File: config.mk
export PLATFORM = sky130hd
export DESIGN_NAME = nes_pad_reader
export DESIGN_NICKNAME = d
export VERILOG_FILES = /design/src/rtl/nes_pkg.sv /design/src/rtl/nes_data_sync.sv /design/src/rtl/nes_pad_reader.sv
export SDC_FILE = /design/constraint.sdc
export NUM_CORES = 1
export LEC_CHECK = 0
export BUFFER_PORTS_ARGS = -buffer_cell sky130_fd_sc_hd__buf_2
export CAP_MARGIN = 5
export CORE_MARGIN = 8
export CORE_UTILIZATION = 50
export CTS_BUF_LIST = sky130_fd_sc_hd__clkbuf_8 sky130_fd_sc_hd__clkbuf_16
export DETAILED_ROUTE_END_ITERATION = 10
export MAX_ROUTING_LAYER = met4
export PLACE_DENSITY = 0.69
export SLEW_MARGIN = 20
export SYNTH_ARGS = -nofsm -noshare
export SYNTH_HDL_FRONTEND = slang
export SYNTH_SLANG_ARGS = --single-unit
File: constraint.sdc
create_clock -name clk -period 2.45 [get_ports clk]
set_clock_uncertainty 0.05 [all_clocks]
set_input_delay 0.245 -clock clk [delete_from_list [all_inputs] [get_ports clk]]
set_output_delay 0.245 -clock clk [all_outputs]
set_load 0.005 [all_outputs]
File: src/rtl/nes_pkg.sv
// Shared definitions for the NES gamepad reader: FSM state encoding,
// button bit positions and the serial frame length.
package nes_pkg;

  localparam int NES_BITS = 8;

  typedef enum logic [2:0] {
    IDLE  = 3'd0,
    LATCH = 3'd1,
    LOW   = 3'd2,
    HIGH  = 3'd3,
    DONE  = 3'd4
  } nes_state_t;

  // Position of each button in the shifted-in frame and in `buttons`.
  localparam int BTN_A      = 0;
  localparam int BTN_B      = 1;
  localparam int BTN_SELECT = 2;
  localparam int BTN_START  = 3;
  localparam int BTN_UP     = 4;
  localparam int BTN_DOWN   = 5;
  localparam int BTN_LEFT   = 6;
  localparam int BTN_RIGHT  = 7;

endpackage

File: src/rtl/nes_data_sync.sv
// Two-flop synchroniser for the pad's serial data line. Resets to 1, the
// level of an idle or released (active-low) pad line.
module nes_data_sync (
  input  logic clk,
  input  logic reset,
  input  logic d,
  output logic q
);

  logic meta;

  // NOTE: sequential state uses non-blocking assignments so every flop
  // samples the pre-edge value; blocking here would collapse the two stages.
  always_ff @(posedge clk or posedge reset) begin
    if (reset) begin
      meta <= 1'b1;
      q    <= 1'b1;
    end else begin
      meta <= d;
      q    <= meta;
    end
  end

endmodule

File: src/rtl/nes_pad_reader.sv
// NES gamepad serial reader: latches the pad, clocks out eight bits and
// presents them as an active-high button vector. Optional NES_DEBOUNCE_EN.
module nes_pad_reader
  import nes_pkg::*;
#(
  parameter int HALF_PERIOD = 150
) (
  input  logic                clk,
  input  logic                reset,
  input  logic                start,
  input  logic                nes_data,
  output logic                nes_latch,
  output logic                nes_clk,
  output logic [NES_BITS-1:0] buttons,
  output logic                valid,
  output logic                busy
);

  localparam int CW = $clog2(2 * HALF_PERIOD);
  localparam logic [CW-1:0] LATCH_LOAD = CW'(2 * HALF_PERIOD - 1);
  localparam logic [CW-1:0] PHASE_LOAD = CW'(HALF_PERIOD - 1);
  localparam logic [2:0]    LAST_IDX   = 3'(NES_BITS - 1);

  nes_state_t          state, next_state;
  logic [CW-1:0]       cnt, next_cnt;
  logic [2:0]          idx, next_idx;
  logic [NES_BITS-1:0] shift_reg;
  logic                start_q;
  logic                sample_en;
  logic                load_buttons;
  logic                data_sync;

  nes_data_sync u_sync (
    .clk   (clk),
    .reset (reset),
    .d     (nes_data),
    .q     (data_sync)
  );

  // Registering the request lines the FSM and its registered outputs up so
  // that everything the pad sees starts one cycle after `start` is sampled;
  // a request seen outside IDLE (including the DONE cycle) is dropped.
  always_ff @(posedge clk or posedge reset) begin
    if (reset) start_q <= 1'b0;
    else       start_q <= start && (state == IDLE);
  end

  // NOTE: every signal written in always_comb gets a default first, so no
  // path leaves it unassigned and no latch is inferred.
  always_comb begin
    next_state   = state;
    next_cnt     = cnt;
    next_idx     = idx;
    sample_en    = 1'b0;
    load_buttons = 1'b0;
    unique case (state)
      IDLE: begin
        if (start_q) begin
          next_state = LATCH;
          next_cnt   = LATCH_LOAD;
        end
      end
      LATCH: begin
        if (cnt == '0) begin
          next_state = LOW;
          next_cnt   = PHASE_LOAD;
        end else begin
          next_cnt = cnt - 1'b1;
        end
      end
      LOW: begin
        if (cnt == '0) begin
          next_state = HIGH;
          next_cnt   = PHASE_LOAD;
          sample_en  = 1'b1;
        end else begin
          next_cnt = cnt - 1'b1;
        end
      end
      HIGH: begin
        if (cnt == '0) begin
          if (idx == LAST_IDX) begin
            next_state   = DONE;
            load_buttons = 1'b1;
          end else begin
            next_state = LOW;
            next_cnt   = PHASE_LOAD;
            next_idx   = idx + 1'b1;
          end
        end else begin
          next_cnt = cnt - 1'b1;
        end
      end
      DONE: begin
        next_state = IDLE;
        next_idx   = '0;
      end
      default: begin
        next_state = IDLE;
        next_cnt   = '0;
        next_idx   = '0;
      end
    endcase
  end

  // Outputs are registered from next_state so they coincide with the state
  // they describe; buttons is loaded on the edge entering DONE for the same
  // reason, making `valid` and the new vector appear together.
  always_ff @(posedge clk or posedge reset) begin
    if (reset) begin
      state     <= IDLE;
      cnt       <= '0;
      idx       <= '0;
      nes_latch <= 1'b0;
      nes_clk   <= 1'b0;
      valid     <= 1'b0;
      busy      <= 1'b0;
    end else begin
      state     <= next_state;
      cnt       <= next_cnt;
      idx       <= next_idx;
      nes_latch <= (next_state == LATCH);
      nes_clk   <= (next_state == HIGH);
      valid     <= (next_state == DONE);
      busy      <= (next_state != IDLE);
    end
  end

  // NOTE: the shift register is a handful of flops, not a memory, so it is
  // cleared on reset like the rest of the datapath.
  always_ff @(posedge clk or posedge reset) begin
    if (reset)          shift_reg      <= '0;
    else if (sample_en) shift_reg[idx] <= ~data_sync;
  end

`ifdef NES_DEBOUNCE_EN
  // A bit only changes once two consecutive polls agree on its new value.
  logic [NES_BITS-1:0] last_raw;
  logic [NES_BITS-1:0] stable;

  assign stable = ~(shift_reg ^ last_raw);

  always_ff @(posedge clk or posedge reset) begin
    if (reset) begin
      buttons  <= '0;
      last_raw <= '0;
    end else if (load_buttons) begin
      buttons  <= (shift_reg & stable) | (buttons & ~stable);
      last_raw <= shift_reg;
    end
  end
`else
  always_ff @(posedge clk or posedge reset) begin
    if (reset)             buttons <= '0;
    else if (load_buttons) buttons <= shift_reg;
  end
`endif

endmodule

# Word-level counts from Yosys, hierarchy flattened
# Index checks and enable logic that the tools add are counted.
# op_classes
addsub	2
order_cmp	2
eq_ne	12
mux	22
n_bitwise	3
reduce_logical	9
# op_table
cell	count
$mux W9	4
$pmux W9 S4	1
$mux W3	7
$pmux W3 S4	1
$eq A3 B2 Y1 const B	3
$eq A3 B3 Y1 const B	3
$logic_not A9 Y1	1
$sub A9 B1 Y9 const B	1
$bwmux W8	1
$eq A3 B1 Y1 const B	2
$mux W1	6
$ne A2 B2 Y1 const B	3
$pmux W3 S2	1
$reduce_and A3 Y1	2
$lt A3 B4 Y1 const B	1
$add A3 B1 Y3 const B	1
$demux W1 S3	1
$ge A3 B1 Y1 const B	1
$logic_not A3 Y1	1
$ne A3 B3 Y1 const B	1
$not A1 Y1	3
$reduce_bool A3 Y1	1
$reduce_or A3 Y1	1
$logic_and A1 B1 Y1	2
$reduce_or A2 Y1	1
# word_totals
ff_bits	38
inputBits	4
output_inout_bits	12
word_cells	62

# Depth between registers and ports, before layout
# Gate-level depths: netlist of the first run.
# depth
word_depth	5
mapped_depth	9
depth_no_buf	7

# Modules after synthesis
# From an unflattened synthesis of the first run, not the netlist that was laid out.
# hier_totals
hier_cells	188
hier_area_um2	1880.6
# by_module_without_submodules
module	n_inst	cells_per_inst	area_each_um2	seq_area_each_um2
nes_pad_reader	1	185	1824.2	900.9
nes_data_sync	1	3	56.3	52.6

# Worst setup path after synthesis of the first run
# No wires, ideal clock.
# synth_path
path_kind	register to register
startpoint	register cnt[2]
endpoint	register cnt[0]
setup_ps	127
arrival_time_ps	1937
required_time_ps	2273
path_slack_ps	335
path_stages_with_launch	7
n_path_buf	1
synth_period_minus_slack_ps	2115
cell_sequence	dfrtp_1 > or3_4 > or4_1 > buf_6 > inv_6 > or2_1 > mux2_1
# synth_via
elab_chain_len	3
word_cells_on_any_way	6
classes_between	1 x eq/ne; 3 x mux; 2 x reduce/logical
# synth_rtl
element	line_no	source
start: declaration	nes_pad_reader.sv:25	logic [CW-1:0] cnt, next_cnt;
start signal: assignment	nes_pad_reader.sv:120	cnt <= next_cnt;
$logic_not A9 Y1 (*)	nes_pad_reader.sv:64, nes_pad_reader.sv:72, nes_pad_reader.sv:81	
$mux W9 (tied with other cells)	nes_pad_reader.sv:81	if (cnt == '0) begin
$pmux W9 S4 or $reduce_and A3 Y1 (tied branches)	n/a	
# Every way passes the cells marked *; elsewhere a longest branch is shown, timed or not.
# A chain may end at the register's enable or synchronous reset.

# Worst setup path in the final report of the first run
# layout_path
startpoint	register idx[1]
endpoint	register cnt[0]
# layout_via
elab_chain_len	3
# layout_rtl
element	line_no	source
start: declaration	nes_pad_reader.sv:26	logic [2:0] idx, next_idx;
start signal: assignment	nes_pad_reader.sv:121	idx <= next_idx;
$eq A3 B3 Y1	nes_pad_reader.sv:82	if (idx == LAST_IDX) begin
$ne A3 B3 Y1 (no line)	n/a	
$reduce_and A3 Y1 (no line)	n/a	
# Every way passes these cells.

==> results.md, run 1 <==
* Status: finished with violations
* Violated checks: negative hold slack
* TNS Setup at 0 ns
* Clock Path Buffers at 2
* Slew Limit Headroom at 69.58%
* First DRT Iteration DRCs at 114
* Mapped Cells at 177
* CP Data Required Time at 2.57 ns
* Number of post-CTS setup repair buffers at 0
* Wirelength per Cell at 16.03 µm
* DR pass1 iterations at 4
* Post-synth top flop: dfrtp_1
* Seq/Total Area, Yosys at 50.94%
* Initial antenna violation count at 0
* Clk Latency, worst-skew pair at between 0.2 and 0.3 ns
* Final setup margin at 0.1877 ns
* Delay-heaviest family, CP: simple AND/OR/NAND/NOR gates
* Die Width at 77.19 µm
* Pins Over Slew Limit at 0
* Syn Nets at 185
* Cell repeated most along the worst path: ha_1
* Worst VDD drop at 0.4889 mV
* Core box area at 3633 µm²
* First-pass GRT wire length at 6.831 mm
* CP Class: reg2reg
* # IOs at 16
* Final Cell Area at around 2100 µm²
* RSZ-0062 raised after global routing: no
* Slew @ Worst Pin at 0.4563 ns
* Final Hold Fails at 6
* #FFs+latches synth at 38
* Clock Power Share at 23.7%
* Critical-path cell list: ha_1 -> ha_1 -> nand4b_1 -> or4_1 -> inv_6 -> or2_1 -> mux2_1
* Initial Util at 51.52%
* EDFF count, synth at 0
* Vias in the first global route at 1398
* Worst Hold Class: in2async
* Slowest-stage cell, CP: or4_1
* Vias per cell at between 5 and 6
* Setup violators final at 0
* Detail Placement HPWL at about 2.8 mm
* Delay of the slowest cell on the worst path at between 0.5 and 0.6 ns
* Gpl congestion at between 0.9 and 1
* Root buffer cell: clkbuf_8
* Die area at 5958 µm²
* Pre-CTS setup slack at 0.2111 ns
* Total grt overflow at 0
* Data arrival, critical path at 2.39 ns
* Placed cell areas at 2036 µm²
* Final Core Density at 58.92%
* Buffers & Inverters on Critical Path at 1
* Die Height at 77.19 µm
* Total GRT Usage at between 10% and 20%
* Total Wirelength at between 4 and 5 mm
* Worst r2r path cells at 7
* Yosys warns at 0
* Clock transition at path regs at 0.08 ns
* PwrDens at between 800 and 900 nW/µm²
* Largest net degree at the start of global routing at 39
* Critical Path Fanout Max at 12
* Via count at around 1400
* P&R area growth vs syn at 14.37%
* Rows at 22
* Post-synth top area share at 48.13%
* Worst hold margin at -0.005277 ns
* Nets at 210
* Comb pwr share at around a third
* Clock Sink Count at 38
* CTS tree: built
* Sw frac at 35.53%
* Fmax at approximately 0.44 GHz
* Worst setup SP type: flop
* Max_cap viols at 0
* Layout cell share with drive strength beyond 1 at about 22%
* DR DRC count at 0
* Num CTS Buffers at 5
* Leakage at 0.9706 nW
* Share of power burned in registers at 44.4%
* P_int at 1.212 mW
* Worst path depth at 7
* Cell taking the most area after synthesis: dfrtp_1
* Max reg flops at 9
* Mapped Avg Cell Area at 10.58 µm²
* Mapped cell area at 1872 µm²
* Crit. End Element: flop
* Diode count at 0
* Netlist cell types at 46
* H-tree depth at 2
* Net Switching at 0.6678 mW
* Port Buffer Count at 15
* Async S/R FF share, synth at 100.0%
* Top cells by area, synth: dfrtp_1 48%, mux2i_1 4.3%, inv_1 3.0%, mux2_2 3.0%, nor3_1 2.9%
* Shortest period the worst path allows at 2.262 ns
* Fin crit share at between 90 and 100%
* Routed Antenna Nets at 0
## placed cells by master, fill, tap and decap left out, types with 2 or more instances in the layout
cell type,count
nor3_1,11
buf_4,11
buf_2,15
nor4_1,3
a31oi_1,4
a21oi_1,5
nand3_1,3
inv_1,15
o21ai_0,11
ha_1,4
nand3b_1,2
dfstp_2,2
nand2b_1,4
a211oi_1,3
nand2_1,5
mux2_2,5
clkbuf_8,6
o31ai_1,6
o41ai_1,3
nor2_1,11
or3_1,2
dfrtp_1,36
mux2i_1,8
xnor2_1,2
mux2_1,4
## final cells by class
cell class | instances | area [µm²]
inverter | 16 | 65.06
multi-input combinational | 114 | 799.5
sequential | 38 | 953.4
tap | 48 | 60.06
clock inverter | 2 | 12.51
fill | 327 | 1493
timing repair buffer | 27 | 167.7
clock buffer | 6 | 82.58
## cell usage after synthesis (all sizes together) (4+ instances only)
master  number
a21oi        5
a31oi        4
buf          4
clkbuf       5
dfrtp       36
ha           4
inv         16
mux2         9
mux2i        8
nand2        5
nand2b       4
nor2        11
nor3        11
nor4         4
o21ai       11
o31ai        6
## logic make-up after synthesis
group | after synthesis | synth area share, %
simple gates | 52 | 15.44
mux | 17 | 9.692
fa+ha+maj | 4 | 2.674
buf+inv | 25 | 6.350
flops | 38 | 50.94
xor+xnor | 2 | 0.9360
compound gates | 39 | 13.97
## worst reg2reg max path: stages (launching register included)
cell	delay, ns
dfrtp_1	0.46
ha_1	0.19
ha_1	0.18
nand4b_1	0.15
or4_1	0.53
inv_6	0.14
or2_1	0.13
mux2_1	0.32
## final timing paths
path / to / slack, ns / startpoint
hold / removal: shift_reg[5] / -0.005 / reset
hold reg to reg: u_sync.q / 0.31 / u_sync.meta
setup / recovery: cnt[0] / 0.19 / idx[1]
min in group clk: start_q / 0.15 / start
max in group asynchronous: u_sync.q / 2.00 / reset
setup reg to reg: cnt[0] / 0.19 / idx[1]
## what timing repair did
item	in CTS	in global routing
hold buffers	1	0
gates resized for setup	0	0
endpoints found under the hold margin	1	0
## per-stage QoR
stage                     hold WS, ns  total power, mW  std cells
after CTS                     0.02104            1.883        251
after global routing          0.06603            1.991        251
after floorplan                0.1995            1.213        177
final                       -0.005277            1.879        251
after detailed placement       0.2988            1.421        242
after global placement         0.2971            1.400        242
## power by group through the flow
stage | combinational [mW] | sequential (mW) | clock [mW]
finish | 0.600 | 0.834 | 0.446
global route | 0.668 | 0.847 | 0.476
CTS | 0.591 | 0.831 | 0.461
detailed placement | 0.577 | 0.844 | 0
global placement | 0.562 | 0.838 | 0
floorplan | 0.404 | 0.809 | 0
## routing by layer
layer | vias to the layer above | global-route usage, % | routed length [µm]
li1 | 694 | - | -
met4 | 0 | 6.415 | 80
met5 | - | - | 0
met3 | 10 | 3.147 | 260
met2 | 54 | 19.88 | 1772
met1 | 687 | 19.17 | 1909
(Power assumes the default switching activity.)
==> run 2: changes to the inputs <==
==> constraint.sdc (replaced) <==
create_clock -name clk -period 2.35 [get_ports clk]
set_clock_uncertainty 0.05 [all_clocks]
set_input_delay 0.235 -clock clk [delete_from_list [all_inputs] [get_ports clk]]
set_output_delay 0.235 -clock clk [all_outputs]
set_load 0.005 [all_outputs]
==> run 2 against run 1 <==
Against the previous run:
- the run now ends clean
- worst hold slack improved by 0.14 ns
- power up 17%
- utilization up 2.0 points
- first-iteration DRC count increased by 8.8%
- final cell count increased by 1.2%
- via count grew 1.0%
- critical path depth decreased by 2
- count of clock-buffer cells in the layout is the same
==> results.md, run 2 (same netlist as run 1, synthesis figures left out) <==
* # hold bufs at CTS at 2 (+1)
* PwrDens at 989.9 nW/µm² (+13%)
* Pins Over Slew Limit at 0 (unchanged)
* Nets at 213 (+1.4%)
* Max_cap viols at 0 (unchanged)
* Die Height at 77.19 µm (unchanged)
* Diode count at 0 (unchanged)
* Final Cell Area at 2213 µm² (+3.4%)
* Worst Hold Class: in2reg
* Wirelength per Cell at 16.20 µm (+1.1%)
* P_int at 1.494 mW (+23%)
* Fin cells at 254 (+1.2%)
* Vias in the first global route at 1422 (+1.7%)
* Placed cell areas at 2051 µm² (+0.74%)
* Most common cell after layout, fill and taps aside: dfrtp_1
* Clk Latency, worst-skew pair at 0.30 ns (about the same)
* Initial antenna violation count at 0 (unchanged)
* Buffers & Inverters on Critical Path at 1 (unchanged)
* First-pass GRT wire length at 7.107 mm (+4.0%)
* Shortest period the worst path allows at 2.262 ns (-0.0002945 ns)
* Hold Path Depth at 2
* Slew Limit Headroom at 60.15% (-9.4 points)
* Fill cells at 306 (-6.4%)
* Number of post-CTS setup repair buffers at 0 (unchanged)
* Clock Path Buffers at 2 (unchanged)
* Largest net degree at the start of global routing at 39 (unchanged)
* Inst Count DP at 244 (+0.83%)
* Data arrival, critical path at 2.39 ns (about the same)
* Slew @ Worst Pin at 0.5955 ns (+0.1392 ns)
* Detail Placement HPWL at 2.957 mm (+6.2%)
* TNS Setup at 0 ns (unchanged)
* Total Wirelength at 4.116 mm (+2.3%)
* CTS resizes at 0 (unchanged)
* Slowest-stage cell, CP: or4_1
* Gpl congestion at 0.9087 (-6.5%)
* Critical Path Fanout Max at 12 (unchanged)
* Total GRT Usage at 15.16% (+0.90 points)
* Delay of the slowest cell on the worst path at 0.63 ns (+0.10 ns)
* Core box area at 3633 µm² (unchanged)
* Fin crit share at 96.26% (+3.9 points)
* Num CTS Buffers at 5 (unchanged)
* RSZ-0062 raised after global routing: no
* Routed Antenna Nets at 0 (unchanged)
* CP Class: reg2reg
* Worst path depth at 5 (-2)
* Setup violators final at 0 (unchanged)
* Final setup margin at 0.08795 ns (-0.09971 ns)
* Fmax at 0.4421 GHz (about the same)
* Total grt overflow at 0 (unchanged)
* Worst VDD drop at 0.5005 mV (+2.4%)
* Sw frac at 31.82% (-3.7 points)
* Rows at 22 (unchanged)
* Final Hold Fails at 0 (-6)
* CTS tree: built
* Max reg flops at 9 (unchanged)
* Comb pwr share at 29.4% (-2.5 points)
* DR pass1 iterations at 4 (unchanged)
* Delay-heaviest family, CP: simple AND/OR/NAND/NOR gates
* Die Width at 77.19 µm (unchanged)
* Worst r2r path cells at 5 (-2)
* Crit. End Element: flop
* Leakage at 1.008 nW (+3.9%)
* First DRT Iteration DRCs at 124 (+8.8%)
* Vias per cell at 5.748 (-0.16%)
* Net Switching at 0.6972 mW (+4.4%)
* # IOs at 16 (unchanged)
* Layout cell share with drive strength beyond 1 at 22.82% (+0.65 points)
* DR DRC count at 0 (unchanged)
* Clock Power Share at 31.5% (+7.8 points)
* Status: completed
* H-tree depth at 2 (unchanged)
* Clock Sink Count at 38 (unchanged)
* Critical-path cell list: or3_4 -> or4_1 -> inv_6 -> or2_1 -> mux2_1
* Initial Util at 51.52% (unchanged)
* Worst setup SP type: flop
* Most frequent cells in the layout: 36 x dfrtp_1, 15 x inv_1, 15 x buf_2, 13 x buf_4
* CP Data Required Time at 2.48 ns (-0.09 ns)
* Pre-CTS setup slack at 0.1095 ns (-0.1017 ns)
* Via count at 1460 (+1.0%)
* Die area at 5958 µm² (unchanged)
* Final Core Density at 60.92% (+2.0 points)
* Root buffer cell: clkbuf_8
* Port Buffer Count at 15 (unchanged)
* P&R area growth vs syn at 18.25%
* Share of power burned in registers at 39.1% (-5.3 points)
* Clock transition at path regs at 0.07 ns (about the same)
-- run 2: changes by cell type in the layout (fill, tap and decap cells not counted), sizes merged --
| cell | change |
|---|---|
| dlygate4sd3 | +1 |
| bufinv | +2 |
| clkinv | -1 |
| clkinvlp | -1 |
| buf | +2 |
-- run 2: final cells by class --
class	count	area, µm²	share of cell area [%]
Sequential cell	38	953.4	43.08
Multi-Input combinational cell	114	799.5	36.12
Timing Repair Buffer	30	192.7	8.706
Clock buffer	6	82.58	3.731
Inverter	16	65.06	2.940
Clock inverter	2	60.06	2.713
Tap cell	48	60.06	2.713
-- run 2: metrics by stage --
stage | hold WS [ns] | power, mW
final | 0.1346 | 2.191
after global routing | 0.1491 | 2.322
after CTS | 0.1289 | 2.195
after detailed placement | 0.2914 | 1.499
after global placement | 0.2917 | 1.473
after floorplan | 0.1895 | 1.264
-- run 2: final timing paths --
| path | startpoint | to | slack [ns] |
|---|---|---|---|
| min | start | start_q | 0.13 |
| min in group asynchronous | reset | valid | 0.53 |
| max | cnt[2] | cnt[0] | 0.09 |
| min reg2reg | u_sync.meta | u_sync.q | 0.31 |
| max in group asynchronous | reset | u_sync.meta | 1.36 |
| max reg2reg | cnt[2] | cnt[0] | 0.09 |
-- run 2: metal layers --
metal / vias up / wire length [µm] / GRT usage [%]
met5: - / 0 / -
met4: 0 / 72 / 7.358
met3: 9 / 277 / 4.779
met2: 60 / 1856 / 21.23
met1: 698 / 1910 / 19.27
li1: 693 / - / -
-- run 2: power groups by stage --
stage | Clock (mW) | Combinational (mW) | Sequential, mW
CTS | 0.704 | 0.637 | 0.854
global placement | 0 | 0.613 | 0.860
floorplan | 0 | 0.421 | 0.843
finish | 0.691 | 0.644 | 0.856
global route | 0.722 | 0.729 | 0.872
detailed placement | 0 | 0.631 | 0.867
==> run 3: changes to the inputs <==
--- a/config.mk
+++ b/config.mk
@@ -12,7 +12,8 @@
 export CTS_BUF_LIST = sky130_fd_sc_hd__clkbuf_8 sky130_fd_sc_hd__clkbuf_16
 export DETAILED_ROUTE_END_ITERATION = 10
 export MAX_ROUTING_LAYER = met4
-export PLACE_DENSITY = 0.69
+export PLACE_DENSITY = 0.72
+export RECOVER_POWER = 100
 export SLEW_MARGIN = 20
 export SYNTH_ARGS = -nofsm -noshare
 export SYNTH_HDL_FRONTEND = slang
==> run 3 against run 2 <==
Against the previous run:
- the run now ends with max-capacitance violations, max-slew violations left
- register-to-register slack better by 0.04 ns
- power shrank 12%
- final cell count decreased by 0.39%
- final area down 4.3%
- non-clock buffer count fell by 1
- count of clock-buffer cells in the layout unchanged
- critical endpoint unchanged
- highest routed layer unchanged
==> results.md, run 3 (same netlist as run 1, synthesis figures left out) <==
* TNS Setup at 0 ns (unchanged)
* Initial antenna violation count at 0 (unchanged)
* First-pass GRT wire length at 7.044 mm (-0.89%)
* Root buffer cell: clkbuf_8
* Worst R2R Setup Slack at 0.12 ns (+0.04 ns)
* Worst Hold Class: in2reg
* Max reg flops at 9 (unchanged)
* Num CTS Buffers at 5 (unchanged)
* Setup violators final at 0 (unchanged)
* CP Launch Point: cnt[2]
* Data arrival, critical path at 2.36 ns (-0.03 ns)
* CP Class: reg2reg
* Largest net degree at the start of global routing at 39 (unchanged)
* Worst VDD drop at 0.5298 mV (+5.8%)
* Reg2Reg Capture Point: cnt[0]
* Pins Over Slew Limit at 39 (+39)
* Routed Antenna Nets at 0 (unchanged)
* Via count at 1449 (-0.75%)
* Slew @ Worst Pin at 1.953 ns (+1.357 ns)
* Max_cap viols at 1 (+1)
* Vias in the first global route at 1505 (+5.8%)
* Crit. End Element: flop
* Shortest period the worst path allows at 2.225 ns (-0.03657 ns)
* Die area at 5958 µm² (unchanged)
* Clock Sink Count at 38 (unchanged)
* Clk Latency, worst-skew pair at 0.29 ns (about the same)
* # IOs at 16 (unchanged)
* Diode count at 0 (unchanged)
* Fin crit share at 94.70% (-1.6 points)
* Most common cell after layout, fill and taps aside: dfrtp_1
* Detail Placement HPWL at 2.893 mm (-2.2%)
* Total GRT Usage at 14.83% (-0.32 points)
* Final Hold Fails at 0 (unchanged)
* DR DRC count at 0 (unchanged)
* Die Height at 77.19 µm (unchanged)
* Fill cells at 328 (+7.2%)
* Core box area at 3633 µm² (unchanged)
* Status: finished with violations
* RSZ-0062 raised after global routing: no
* Violated checks: max-capacitance violations, max-slew violations
* DR pass1 iterations at 4 (unchanged)
* Clock transition at path regs at 0.08 ns (about the same)
* First DRT Iteration DRCs at 172 (+39%)
* Gpl congestion at 0.9039 (-0.53%)
* P&R area growth vs syn at 13.17%
* Clock Path Buffers at 2 (unchanged)
* Worst hold margin at 0.1425 ns (+0.007833 ns)
* Leakage at 0.9541 nW (-5.4%)
* PwrDens at 907.8 nW/µm² (-8.3%)
* Layout cell share with drive strength beyond 1 at 17.07% (-5.7 points)
* Final Core Density at 58.30% (-2.6 points)
* Die Width at 77.19 µm (unchanged)
* Fin cells at 253 (-0.39%)
* Critical path capture point: cnt[0]
* Reg-to-reg critical path startpoint: cnt[2]
* Port Buffer Count at 15 (unchanged)
* Nets at 212 (-0.47%)
* Fmax at 0.4493 GHz (+1.6%)
* H-tree depth at 2 (unchanged)
* Total Wirelength at 4.070 mm (-1.1%)
* CTS tree: built
* CP Data Required Time at 2.48 ns (about the same)
* Worst setup SP type: flop
* Overall power at 1.923 mW (-12%)
* Worst r2r path cells at 5 (unchanged)
* Inst Count DP at 244 (unchanged)
* Wirelength per Cell at 16.09 µm (-0.73%)
* Initial Util at 51.52% (unchanged)
* Most frequent cells in the layout: 36 x dfrtp_1, 17 x inv_1
* Critical Path Fanout Max at 12 (unchanged)
* Vias per cell at 5.727 (-0.36%)
* Slew Limit Headroom at -30.20% (-90 points)
* Total grt overflow at 0 (unchanged)
* Rows at 22 (unchanged)
==> run 3: changes by cell type in the layout (fill, tap and decap cells not counted), sizes merged <==
cell         before  now
inv              16   18
clkbuf            6   16
buf              28   18
bufinv            2    0
dlygate4sd3       2    1
==> run 3: per-layer routing <==
layer  vias to the layer above  part of all wire [%]  wire, µm  GRT usage [%]
met4                         0                   1.2        47          5.283
met1                       713                    44      1786          17.58
li1                        695                     -         -              -
met2                        34                    50      2043          23.67
met3                         7                   4.7       192          3.963
met5                         -                     0         0              -
==> run 3: how the worst min path moves through the flow <==
stage	cells past startpoint	endpoint	startpoint
2_1_floorplan	0	u_sync.meta	nes_data
3_3_place_gp	1	u_sync.meta	nes_data
3_5_place_dp	1	u_sync.meta	nes_data
4_1_cts	3	cnt[8]	reset
5_1_grt	2	start_q	start
6_report	2	start_q	start
==> run 3: through the flow <==
step | cell area [µm²] | worst slack [ns]
floorplan | 1872 | 0.2354
global placement | 2051 | 0.1620
detailed placement | 2051 | 0.1291
CTS | 2151 | 0.1210
global route | 2118 | 0.02253
finish | 2118 | 0.1245
==> run 3: cell type report <==
cell class	count	area (µm²)	share of cell area [%]
Inverter	16	65.06	3.071
Sequential cell	38	953.4	45.01
Timing Repair Buffer	29	156.4	7.383
Clock buffer	6	82.58	3.898
Tap cell	48	60.06	2.835
Clock inverter	2	7.507	0.3544
Multi-Input combinational cell	114	793.3	37.45
==> run 3: power by group <==
group,internal [mW],total [mW],switching [mW]
clock network,0.230,0.447,0.216
registers,0.758,0.866,0.108
logic,0.266,0.611,0.345
total,1.25,1.92,0.669
==> run 3: timing repair <==
item	CTS	global route
setup buffers	0	0
hold buffers	1	0
gates resized for setup	0	0
hold endpoints to repair	1	0
setup endpoints to repair	0	0
==> run 3: worst max-delay path, cell delays in order (launching register included) <==
cell and delay [ns]:
dfrtp_1 0.44, or3_4 0.42, or4_1 0.62, inv_6 0.15, or2_1 0.13, mux2_1 0.31
